[config.mk]
export PLATFORM = sky130hd
export DESIGN_NAME = nibble_scatter4_flat
export DESIGN_NICKNAME = d
export VERILOG_FILES = /design/src/rtl/nibble_scatter4_if.sv /design/src/rtl/nibble_scatter4.sv /design/src/flat_wrapper.sv
export SDC_FILE = /design/constraint.sdc
export NUM_CORES = 1
export LEC_CHECK = 0
export ABC_AREA = 1
export CORE_ASPECT_RATIO = 0.9
export CORE_MARGIN = 2
export CORE_UTILIZATION = 55
export CTS_BUF_LIST = sky130_fd_sc_hd__clkbuf_2
export DETAILED_ROUTE_END_ITERATION = 10
export PLACE_DENSITY = 0.83
export SETUP_SLACK_MARGIN = 0.15
export SLEW_MARGIN = 10
export SYNTH_ARGS = -nofsm -noshare
export SYNTH_HDL_FRONTEND = slang
export SYNTH_SLANG_ARGS = --single-unit
[constraint.sdc]
create_clock -name CLK -period 3.9 [get_ports CLK]
set_input_delay 0.78 -clock CLK [delete_from_list [all_inputs] [get_ports CLK]]
set_output_delay 0.78 -clock CLK [all_outputs]
set_load 0.02 [all_outputs]
[src/rtl/nibble_scatter4_if.sv]
// Beat-in / word-out handshake bundle for nibble_scatter4.
// The slave modport is the scatter block; the master modport is its environment.
interface nibble_scatter4_if;
    logic [15:0] NIBBLE_IN;
    logic [11:0] sc_dst_A;
    logic [11:0] sc_dst_B;
    logic [3:0]  sc_SEL;
    logic [3:0]  sc_EN;
    logic        IN_VALID;
    logic        IN_READY;
    logic [31:0] DATA_OUT;
    logic        OUT_ID;
    logic        OUT_VALID;
    logic        OUT_READY;

    modport slave (
        input  NIBBLE_IN, sc_dst_A, sc_dst_B, sc_SEL, sc_EN, IN_VALID, OUT_READY,
        output IN_READY, DATA_OUT, OUT_ID, OUT_VALID
    );

    modport master (
        output NIBBLE_IN, sc_dst_A, sc_dst_B, sc_SEL, sc_EN, IN_VALID, OUT_READY,
        input  IN_READY, DATA_OUT, OUT_ID, OUT_VALID
    );
endinterface

[src/rtl/nibble_scatter4.sv]
// Scatters four nibble lanes per beat into two 32-bit accumulators and emits each completed word.
// Define NIBBLE_SCATTER_ERR_EN to add the sticky ERR_OVR overwrite/collision flag.
module nibble_scatter4 (
    input  logic CLK,
    input  logic RESET,
`ifdef NIBBLE_SCATTER_ERR_EN
    output logic ERR_OVR,
`endif
    nibble_scatter4_if.slave bus
);

    typedef enum logic [1:0] {
        ACCUM   = 2'd0,
        EMIT_A  = 2'd1,
        EMIT_B  = 2'd2,
        EMIT_AB = 2'd3
    } state_t;

    state_t      state_q, state_d;
    logic [31:0] acc_a_q, acc_a_d, acc_b_q, acc_b_d;
    logic [7:0]  mask_a_q, mask_a_d, mask_b_q, mask_b_d;
    logic [31:0] data_out_q, data_out_d;
    logic        out_id_q, out_id_d;
    logic        out_valid_q, out_valid_d;
    logic        in_ready_q, in_ready_d;
    logic        accept;
    logic [2:0]  slot;
`ifdef NIBBLE_SCATTER_ERR_EN
    logic        err_ovr_q, err_ovr_d;
    logic        hit;
    logic [7:0]  wr_a, wr_b;
`endif

    // in_ready_q is only ever high in ACCUM, so it doubles as the state decode for accepts.
    assign accept = bus.IN_VALID & in_ready_q;

    always_comb begin
        // NOTE: every variable gets a default before any branch so no path leaves one unassigned, which would infer a latch.
        state_d     = state_q;
        acc_a_d     = acc_a_q;
        acc_b_d     = acc_b_q;
        mask_a_d    = mask_a_q;
        mask_b_d    = mask_b_q;
        data_out_d  = data_out_q;
        out_id_d    = out_id_q;
        out_valid_d = out_valid_q;
        in_ready_d  = in_ready_q;
        slot        = '0;
`ifdef NIBBLE_SCATTER_ERR_EN
        hit         = 1'b0;
        wr_a        = '0;
        wr_b        = '0;
`endif

        unique case (state_q)
            ACCUM: begin
                if (accept) begin
                    // Ascending lane order makes the highest enabled lane win a same-beat collision.
                    for (int k = 0; k < 4; k++) begin
                        slot = bus.sc_SEL[k] ? bus.sc_dst_B[3*k +: 3] : bus.sc_dst_A[3*k +: 3];
                        if (bus.sc_EN[k]) begin
                            if (bus.sc_SEL[k]) begin
`ifdef NIBBLE_SCATTER_ERR_EN
                                hit = hit | mask_b_q[slot] | wr_b[slot];
                                wr_b[slot] = 1'b1;
`endif
                                acc_b_d[{slot, 2'b00} +: 4] = bus.NIBBLE_IN[4*k +: 4];
                                mask_b_d[slot] = 1'b1;
                            end else begin
`ifdef NIBBLE_SCATTER_ERR_EN
                                hit = hit | mask_a_q[slot] | wr_a[slot];
                                wr_a[slot] = 1'b1;
`endif
                                acc_a_d[{slot, 2'b00} +: 4] = bus.NIBBLE_IN[4*k +: 4];
                                mask_a_d[slot] = 1'b1;
                            end
                        end
                    end

                    if (&mask_a_d) begin
                        state_d     = (&mask_b_d) ? EMIT_AB : EMIT_A;
                        out_valid_d = 1'b1;
                        data_out_d  = acc_a_d;
                        out_id_d    = 1'b0;
                        in_ready_d  = 1'b0;
                    end else if (&mask_b_d) begin
                        state_d     = EMIT_B;
                        out_valid_d = 1'b1;
                        data_out_d  = acc_b_d;
                        out_id_d    = 1'b1;
                        in_ready_d  = 1'b0;
                    end
                end
            end

            EMIT_A, EMIT_AB: begin
                if (bus.OUT_READY) begin
                    acc_a_d  = '0;
                    mask_a_d = '0;
                    if (state_q == EMIT_AB) begin
                        state_d    = EMIT_B;
                        data_out_d = acc_b_q;
                        out_id_d   = 1'b1;
                    end else begin
                        state_d     = ACCUM;
                        out_valid_d = 1'b0;
                        data_out_d  = '0;
                        out_id_d    = 1'b0;
                        in_ready_d  = 1'b1;
                    end
                end
            end

            EMIT_B: begin
                if (bus.OUT_READY) begin
                    acc_b_d     = '0;
                    mask_b_d    = '0;
                    state_d     = ACCUM;
                    out_valid_d = 1'b0;
                    data_out_d  = '0;
                    out_id_d    = 1'b0;
                    in_ready_d  = 1'b1;
                end
            end
        endcase
    end

    // NOTE: sequential state uses non-blocking assignments so every flop samples pre-edge values.
    always_ff @(posedge CLK or posedge RESET) begin
        if (RESET) begin
            state_q     <= ACCUM;
            // NOTE: the accumulators are datapath storage but are reset too, since a partial word must not survive reset.
            acc_a_q     <= '0;
            acc_b_q     <= '0;
            mask_a_q    <= '0;
            mask_b_q    <= '0;
            data_out_q  <= '0;
            out_id_q    <= 1'b0;
            out_valid_q <= 1'b0;
            in_ready_q  <= 1'b1;
        end else begin
            state_q     <= state_d;
            acc_a_q     <= acc_a_d;
            acc_b_q     <= acc_b_d;
            mask_a_q    <= mask_a_d;
            mask_b_q    <= mask_b_d;
            data_out_q  <= data_out_d;
            out_id_q    <= out_id_d;
            out_valid_q <= out_valid_d;
            in_ready_q  <= in_ready_d;
        end
    end

`ifdef NIBBLE_SCATTER_ERR_EN
    assign err_ovr_d = err_ovr_q | (accept & hit);

    always_ff @(posedge CLK or posedge RESET) begin
        if (RESET) err_ovr_q <= 1'b0;
        else       err_ovr_q <= err_ovr_d;
    end

    assign ERR_OVR = err_ovr_q;
`endif

    // Gated by RESET so no beat is offered while the block is held in reset.
    assign bus.IN_READY  = in_ready_q & ~RESET;
    assign bus.OUT_VALID = out_valid_q;
    assign bus.DATA_OUT  = data_out_q;
    assign bus.OUT_ID    = out_id_q;

endmodule
[src/flat_wrapper.sv]
// flat-port wrapper written by rule: the top's interface ports become plain ports
module nibble_scatter4_flat 
  (CLK, RESET, bus_NIBBLE_IN, bus_sc_dst_A, bus_sc_dst_B, bus_sc_SEL, bus_sc_EN, bus_IN_VALID, bus_OUT_READY, bus_IN_READY, bus_DATA_OUT, bus_OUT_ID, bus_OUT_VALID);
  nibble_scatter4_if bus_i ();
  input  logic CLK;
  input  logic RESET;
  input wire logic [$bits(bus_i.NIBBLE_IN)-1:0] bus_NIBBLE_IN;
  input wire logic [$bits(bus_i.sc_dst_A)-1:0] bus_sc_dst_A;
  input wire logic [$bits(bus_i.sc_dst_B)-1:0] bus_sc_dst_B;
  input wire logic [$bits(bus_i.sc_SEL)-1:0] bus_sc_SEL;
  input wire logic [$bits(bus_i.sc_EN)-1:0] bus_sc_EN;
  input wire logic [$bits(bus_i.IN_VALID)-1:0] bus_IN_VALID;
  input wire logic [$bits(bus_i.OUT_READY)-1:0] bus_OUT_READY;
  output wire logic [$bits(bus_i.IN_READY)-1:0] bus_IN_READY;
  output wire logic [$bits(bus_i.DATA_OUT)-1:0] bus_DATA_OUT;
  output wire logic [$bits(bus_i.OUT_ID)-1:0] bus_OUT_ID;
  output wire logic [$bits(bus_i.OUT_VALID)-1:0] bus_OUT_VALID;
  assign bus_i.NIBBLE_IN = bus_NIBBLE_IN;
  assign bus_i.sc_dst_A = bus_sc_dst_A;
  assign bus_i.sc_dst_B = bus_sc_dst_B;
  assign bus_i.sc_SEL = bus_sc_SEL;
  assign bus_i.sc_EN = bus_sc_EN;
  assign bus_i.IN_VALID = bus_IN_VALID;
  assign bus_i.OUT_READY = bus_OUT_READY;
  assign bus_IN_READY = bus_i.IN_READY;
  assign bus_DATA_OUT = bus_i.DATA_OUT;
  assign bus_OUT_ID = bus_i.OUT_ID;
  assign bus_OUT_VALID = bus_i.OUT_VALID;
  nibble_scatter4 u_core (.CLK(CLK), .RESET(RESET), .bus(bus_i));
endmodule
# Yosys cells after proc, flatten, opt, wreduce, memory -nomap -nowiden
# Cells that the tools add are included.
# word_totals
reg_bits	117
out_inout_bits	35
word_cells	185
# classes
n_addsub	4
magnitude_cmp	8
n_eq_ne	8
n_shift	8
muxes	123
bitwise	11
reduce_logical	14
# ops
operator	n
two-way mux 32 bit	36
two-way mux 8 bit	35
bitwise mux 32 bit	8
case mux 32 bit (2 select lines)	2
variable shift 4 x 7 -> 32 bit, first input constant	4
variable part select 4 x 7 -> 32 bit	4
case mux 32 bit (3 select lines)	1
OR 8 bit	8
case mux 8 bit (2 select lines)	2
negation 5 -> 7 bit	4
two-way mux 1 bit	20
< comparator 3 x 4 -> 1 bit, second input constant	4
AND reduction 8 bit	2
two-way mux 2 bit	7
demux 1 bit (select 3 bit)	4
>= comparator 3 x 1 -> 1 bit, second input constant	4
two-way mux 3 bit	4
case mux 1 bit (3 select lines)	3
!= test 2 bit, second input constant	3
case mux 2 bit (3 select lines)	1
AND reduction 3 bit	2
AND reduction 5 bit	1
== test 2 bit, second input constant	2
logical AND 1 bit	4
other kinds (9)	11

# Depth between registers and ports, before layout
# logic_depth
depth_word	30
ltp_mapped	23
mapped_depth_nobuf	22

# Worst setup path before layout
# Ideal clock, no wire load.
# synth_timing
path_kind	input to register
from	in bus_sc_SEL[0]
to	reg u_core.data_out_q[18], in the netlist u_core.bus.DATA_OUT[18]
t_arrival_ps	3246
required_time_ps	3783
setup_slack_ps	537
cell_stages	20
n_path_buf	2
cell_sequence	buf_4 nand2_2 nand2_2 buf_6 inv_4 ha_1 ha_1 clkinv_1 nor2_1 inv_1 nor2_1 nand3_1 o21ai_0 a21oi_1 nor2_1 o21ai_0 nand2_1 nand2_1 nor2_1 nor2_1
# synth_via
elab_chain_len	29
elab_cells_between_ends	93
classes_between	1 x add/sub; 2 x order compare; 1 x eq/ne; 2 x shift; 75 x mux; 8 x bitwise; 4 x reduce/logical
# synth_rtl
element	line	text
start, declared	flat_wrapper.sv:10	input wire logic [$bits(bus_i.sc_SEL)-1:0] bus_sc_SEL;
two-way mux 3 bit	nibble_scatter4.sv:60	slot = bus.sc_SEL[k] ? bus.sc_dst_B[3*k +: 3] : bus.sc_dst_A[3*k +: 3];
< comparator 3 x 4 -> 1 bit (not written as such) or >= comparator 3 x 1 -> 1 bit (tied branches)	nibble_scatter4.sv:68, nibble_scatter4.sv:75	
logical AND 1 bit (not written as such)	nibble_scatter4.sv:68, nibble_scatter4.sv:75	
two-way mux 1 bit (not written as such)	nibble_scatter4.sv:68, nibble_scatter4.sv:75	
demux 1 bit (select 3 bit)	--	
OR 8 bit (no source line)	--	
two-way mux 8 bit	nibble_scatter4.sv:62	if (bus.sc_SEL[k]) begin
two-way mux 8 bit	nibble_scatter4.sv:61	if (bus.sc_EN[k]) begin
[... 13 more ...]	--	
two-way mux 8 bit	nibble_scatter4.sv:62	
two-way mux 8 bit	nibble_scatter4.sv:61	
two-way mux 8 bit	nibble_scatter4.sv:57	if (accept) begin
two-way mux 8 bit	nibble_scatter4.sv:55	unique case (state_q)
AND reduction 8 bit	nibble_scatter4.sv:80	if (&mask_a_d) begin
two-way mux 32 bit	nibble_scatter4.sv:80	
two-way mux 32 bit	nibble_scatter4.sv:57	
case mux 32 bit (3 select lines)	nibble_scatter4.sv:55	
end signal, assigned	nibble_scatter4.sv:147	data_out_q <= data_out_d;
end, declared	nibble_scatter4.sv:22	logic [31:0] data_out_q, data_out_d;
# Several ways; a longest one is shown, not always the timed one. The select of a mux whose other input is x is not followed.
# A chain may end at the register's enable or synchronous reset.

# Worst setup path after layout
# layout_timing
from	in bus_sc_SEL[1]
to	reg u_core.data_out_q[18], in the netlist u_core.bus.DATA_OUT[18]
# layout_via
elab_chain_len	24
elab_cells_between_ends	73
classes_between	1 x add/sub; 2 x order compare; 1 x eq/ne; 2 x shift; 57 x mux; 6 x bitwise; 4 x reduce/logical
# layout_rtl
element	line
two-way mux 3 bit	nibble_scatter4.sv:60
< comparator 3 x 4 -> 1 bit (not written as such) or >= comparator 3 x 1 -> 1 bit (tied branches)	nibble_scatter4.sv:68, nibble_scatter4.sv:75
logical AND 1 bit (not written as such)	nibble_scatter4.sv:68, nibble_scatter4.sv:75
two-way mux 1 bit (not written as such)	nibble_scatter4.sv:68, nibble_scatter4.sv:75
demux 1 bit (select 3 bit)	--
OR 8 bit (no source line)	--
two-way mux 8 bit	nibble_scatter4.sv:62
two-way mux 8 bit	nibble_scatter4.sv:61
[... 8 more ...]	--
two-way mux 8 bit	nibble_scatter4.sv:62
two-way mux 8 bit	nibble_scatter4.sv:61
two-way mux 8 bit	nibble_scatter4.sv:57
two-way mux 8 bit	nibble_scatter4.sv:55
AND reduction 8 bit	nibble_scatter4.sv:80
two-way mux 32 bit	nibble_scatter4.sv:80
two-way mux 32 bit	nibble_scatter4.sv:57
case mux 32 bit (3 select lines)	nibble_scatter4.sv:55
# Several ways; a longest one is shown, not always the timed one. The select of a mux whose other input is x is not followed.

==> results.md <==
* DR DRC count at 0
* Core Area at 18500 sq um
* Die width at 149 um
* Category of the worst setup path capture point: flip-flop
* Post-synthesis mux area share at 0
* DP HPWL at 33400 um
* Worst-Margin Slew at 920 ps
* Final Setup Violations at 0
* Detailed-route via count at 13.5k
* Setup crit start kind: input port
* Pin count of the biggest net entering global routing at 53
* DIE HEIGHT at 135 um
* Achievable Freq at 299 MHz
* Synthesized area at 10400 sq um
* Top cells by area in the synthesized netlist: sky130_fd_sc_hd__dfrtp_1 (28%), sky130_fd_sc_hd__nand2_1 (22%), sky130_fd_sc_hd__nand3_1 (8.8%)
* Initial core utilization at 0.565
* Critical path fanouts, max at 8
* Starting DRC count in detailed routing at 1703
* Crit-path slowest cell: sky130_fd_sc_hd__clkdlybuf4s50_1
* Critical register-to-register path endpoint: u_core.in_ready_q
* Row Count at 47
* Nets in the synthesized netlist at 1854
* Clock group share of total power at 0.144
* Layout-stage area growth over the synthesis result at 20.2%
* Setup slack of the worst register-to-register path at 1100 ps
* Count of cell types in the netlist at 38
* Buffer depth of the longest clock path at 2
* NetSw at 0.00278 W
* Most frequent cells in the layout: sky130_fd_sc_hd__nand2_1 (612), sky130_fd_sc_hd__nor2_1 (217), sky130_fd_sc_hd__inv_1 (203), sky130_fd_sc_hd__nand3_1 (184), sky130_fd_sc_hd__buf_4 (123)
* Fraction of power spent switching nets at 0.483
* Max IR drop VDD at 0.323 mV
* Count of non-filler cells in the finished layout at 2223
* Share of the synthesized area in the top cell type at 0.278
* Most common cell after layout, fill and taps aside: sky130_fd_sc_hd__nand2_1
* Number of cells in the design after placement at 2190
* Internal power consumption at 0.00297 W
* Final wirelength at 44000 um
* Series of cell instances along the critical path: clkdlybuf4s50_1 -> nand2_1 -> nand2_1 -> inv_2 -> ha_1 -> ha_1 -> inv_1 -> nor2_1 -> nand3_1 -> o21ai_0 -> nor2_1 -> o21ai_0 -> buf_4 -> nand2_1 -> nand2_1 -> nor2_1 -> nor2_1
* Hold wc startpoint: u_core.bus.OUT_VALID
* LEAKAGE at 6.35 nW
* Post-cts resize count at 0
* Vias in the first global route at 12.6k
* CTS Buf Count at 17
* Max_slew headroom at 0.383
* Post-synthesis sequential area ratio at 0.281
* Sinks on the clock net at 117
* Post-CTS Hold Buffers at 0
* Utilization after layout at 0.679
* Clock Root Buffer: sky130_fd_sc_hd__clkbuf_2
* DIE AREA at 20100 sq um
* H-tree Lvls at 4
* Number of port buffers at 86
* Combinational cell fraction of total power at 0.535
* Share of cells above drive strength 1 at 0.108
* Synthesized-area fraction occupied by and/or/nand/nor cells at 0.459
* Worst clock skew at 45.8 ps
* Required time worst endpoint at 4620 ps
* Length of the first detailed-routing pass in iterations at 8
* Wire length of the first global-routing pass at 68000 um
* Dominant combinational cell family by area after synthesis: simple AND/OR/NAND/NOR gates
* Antenna violations before repair at 1
* Gr ovfl total at 0
* Max cap viols at 0
* Number of cells produced by synthesis at 1793
* Sequential share of power at 0.321
* Post-detailed-route wirelength per cell at 19.8 um
* Hold path endpoint: u_core.bus.OUT_VALID
* Hold Path Stages at 2
* Clock tree from TritonCTS: yes
* Reg2Reg Depth at 8
* Flip-flop and latch count after synthesis at 117
* Type of the worst setup path: in -> reg
* Hold violation count in the final report at 0
* Clock transition at the register clock pins on the worst setup and hold paths after CTS at 210 ps
* Unrepaired setup endpoints after global routing: no
* Number of top-level design ports at 87
* Sum of internal, switching and leakage power at 0.00575 W
* Pins Over Slew Limit at 0
* Clock latency on the worst-skew pair at 790 ps
* Total track usage at 0.442
* Minimum clock period after layout at 3340 ps
* Avg Synthesized Cell Area at 5.82 sq um
* Largest stage delay on the critical path at 630 ps
* Final sum of negative setup slack at 0 ps
* Power density relative to cell area at 459 nW/um^2
* Final worst-path cycle share at 0.857
* Worst hold-check path type: reg -> reg
* Setup bufs post-CTS at 0
* Cell taking the most area after synthesis: sky130_fd_sc_hd__dfrtp_1
* Via density per instance at 6.05
* Final-stage net count at 2025
* Xor/xnor share of the synthesized area at 0
* Area fraction in compound gates after synthesis at 0.137
* Arrival time at the worst endpoint at 4060 ps
* Routability congestion estimate from global placement at 1.09
* Adder and majority cell fraction of the synthesized area at 0.0108
* Status: completed
* R2r startpoint: u_core.state_q[0]
* Routed Antenna Nets at 0
* Number of warnings reported in the yosys synthesis log at 0
-- critical path: cells and delay by family --
kind                     cells  cell delay [ps]
buffers and inverters        4              940
AND/OR/NAND/NOR              9             1310
adder cells (fa/ha/maj)      2              580
AO/OA/AOI/OAI                2              440
-- kinds of logic after synthesis --
kind of cell,after synthesis
AND/OR/NAND/NOR,1125
buffers and inverters,284
AO/OA/AOI/OAI,258
flip-flops,117
adder cells (fa/ha/maj),9
-- sequential cells by signal, indices dropped and copies added (netlist names) --
name and flops:
u_core.acc_a_q 32, u_core.acc_b_q 32, u_core.bus.DATA_OUT 32, u_core.mask_a_q 8
u_core.mask_b_q 8, u_core.state_q 2, u_core.bus.OUT_ID 1, u_core.bus.OUT_VALID 1
u_core.in_ready_q 1
-- layer usage --
layer	up-vias	global-route usage	share of wire
met1	6147	0.565	0.39
met5	-	0	0
met3	215	0.0973	0.12
li1	6132	-	-
met2	957	0.696	0.44
met4	0	0.245	0.061
-- power groups by stage --
| stage | combinational, W | clock (W) | sequential, W |
|---|---|---|---|
| 6_report | 0.00308 | 0.000828 | 0.00185 |
| 2_1_floorplan | 0.00164 | 0 | 0.00201 |
| 3_5_place_dp | 0.00300 | 0 | 0.00186 |
| 4_1_cts | 0.00301 | 0.000812 | 0.00184 |
| 5_1_grt | 0.00336 | 0.000860 | 0.00188 |
| 3_3_place_gp | 0.00294 | 0 | 0.00185 |
-- area by class of cell --
type                    count  area [sq um]
diodes                      1          2.50
clock buffers              17          85.1
clock inverters            15           134
fillers                  1771          5920
inverters                 221           846
multi-input cells        1392          6330
flip-flops and latches    117          2930
well taps                 245           307
repair buffers            215          1900
-- worst max path at each step --
stage / startpoint / endpoint / slack, ps / cells after the start
after global routing: bus_sc_SEL[1] / u_core.bus.DATA_OUT[18] / 370 / 17
after floorplan: bus_sc_SEL[0] / u_core.bus.DATA_OUT[18] / 540 / 20
final: bus_sc_SEL[1] / u_core.bus.DATA_OUT[18] / 560 / 17
after detailed placement: bus_sc_SEL[0] / u_core.bus.DATA_OUT[4] / -130 / 18
after global placement: bus_sc_SEL[0] / u_core.bus.DATA_OUT[4] / -90 / 18
after CTS: bus_sc_SEL[1] / u_core.bus.DATA_OUT[18] / 670 / 17
-- cell usage after synthesis (all sizes together) --
| library cell | count |
|---|---|
| a31oi | 4 |
| a22oi | 2 |
| dfrtp | 116 |
| nor2 | 228 |
| clkinv | 3 |
| o21ai | 136 |
| buf | 34 |
| nand3b | 2 |
| inv | 218 |
| nor3 | 18 |
| a22o | 13 |
| nand2 | 628 |
| o22ai | 14 |
| o211ai | 16 |
| clkbuf | 29 |
| nor4 | 1 |
| ha | 9 |
| nand3 | 189 |
| a21o | 1 |
| dfstp | 1 |
| nand4 | 57 |
| and2 | 2 |
| a21oi | 72 |
-- through the flow --
stage	worst slack (ps)	hold WS [ps]	instance area [sq um]
floorplan	537	449	10400
detailed placement	-127	463	12300
global placement	-86.1	461	12300
finish	557	508	12500
global route	371	525	12500
CTS	670	508	12500
Power figures use the tool's default switching activity.
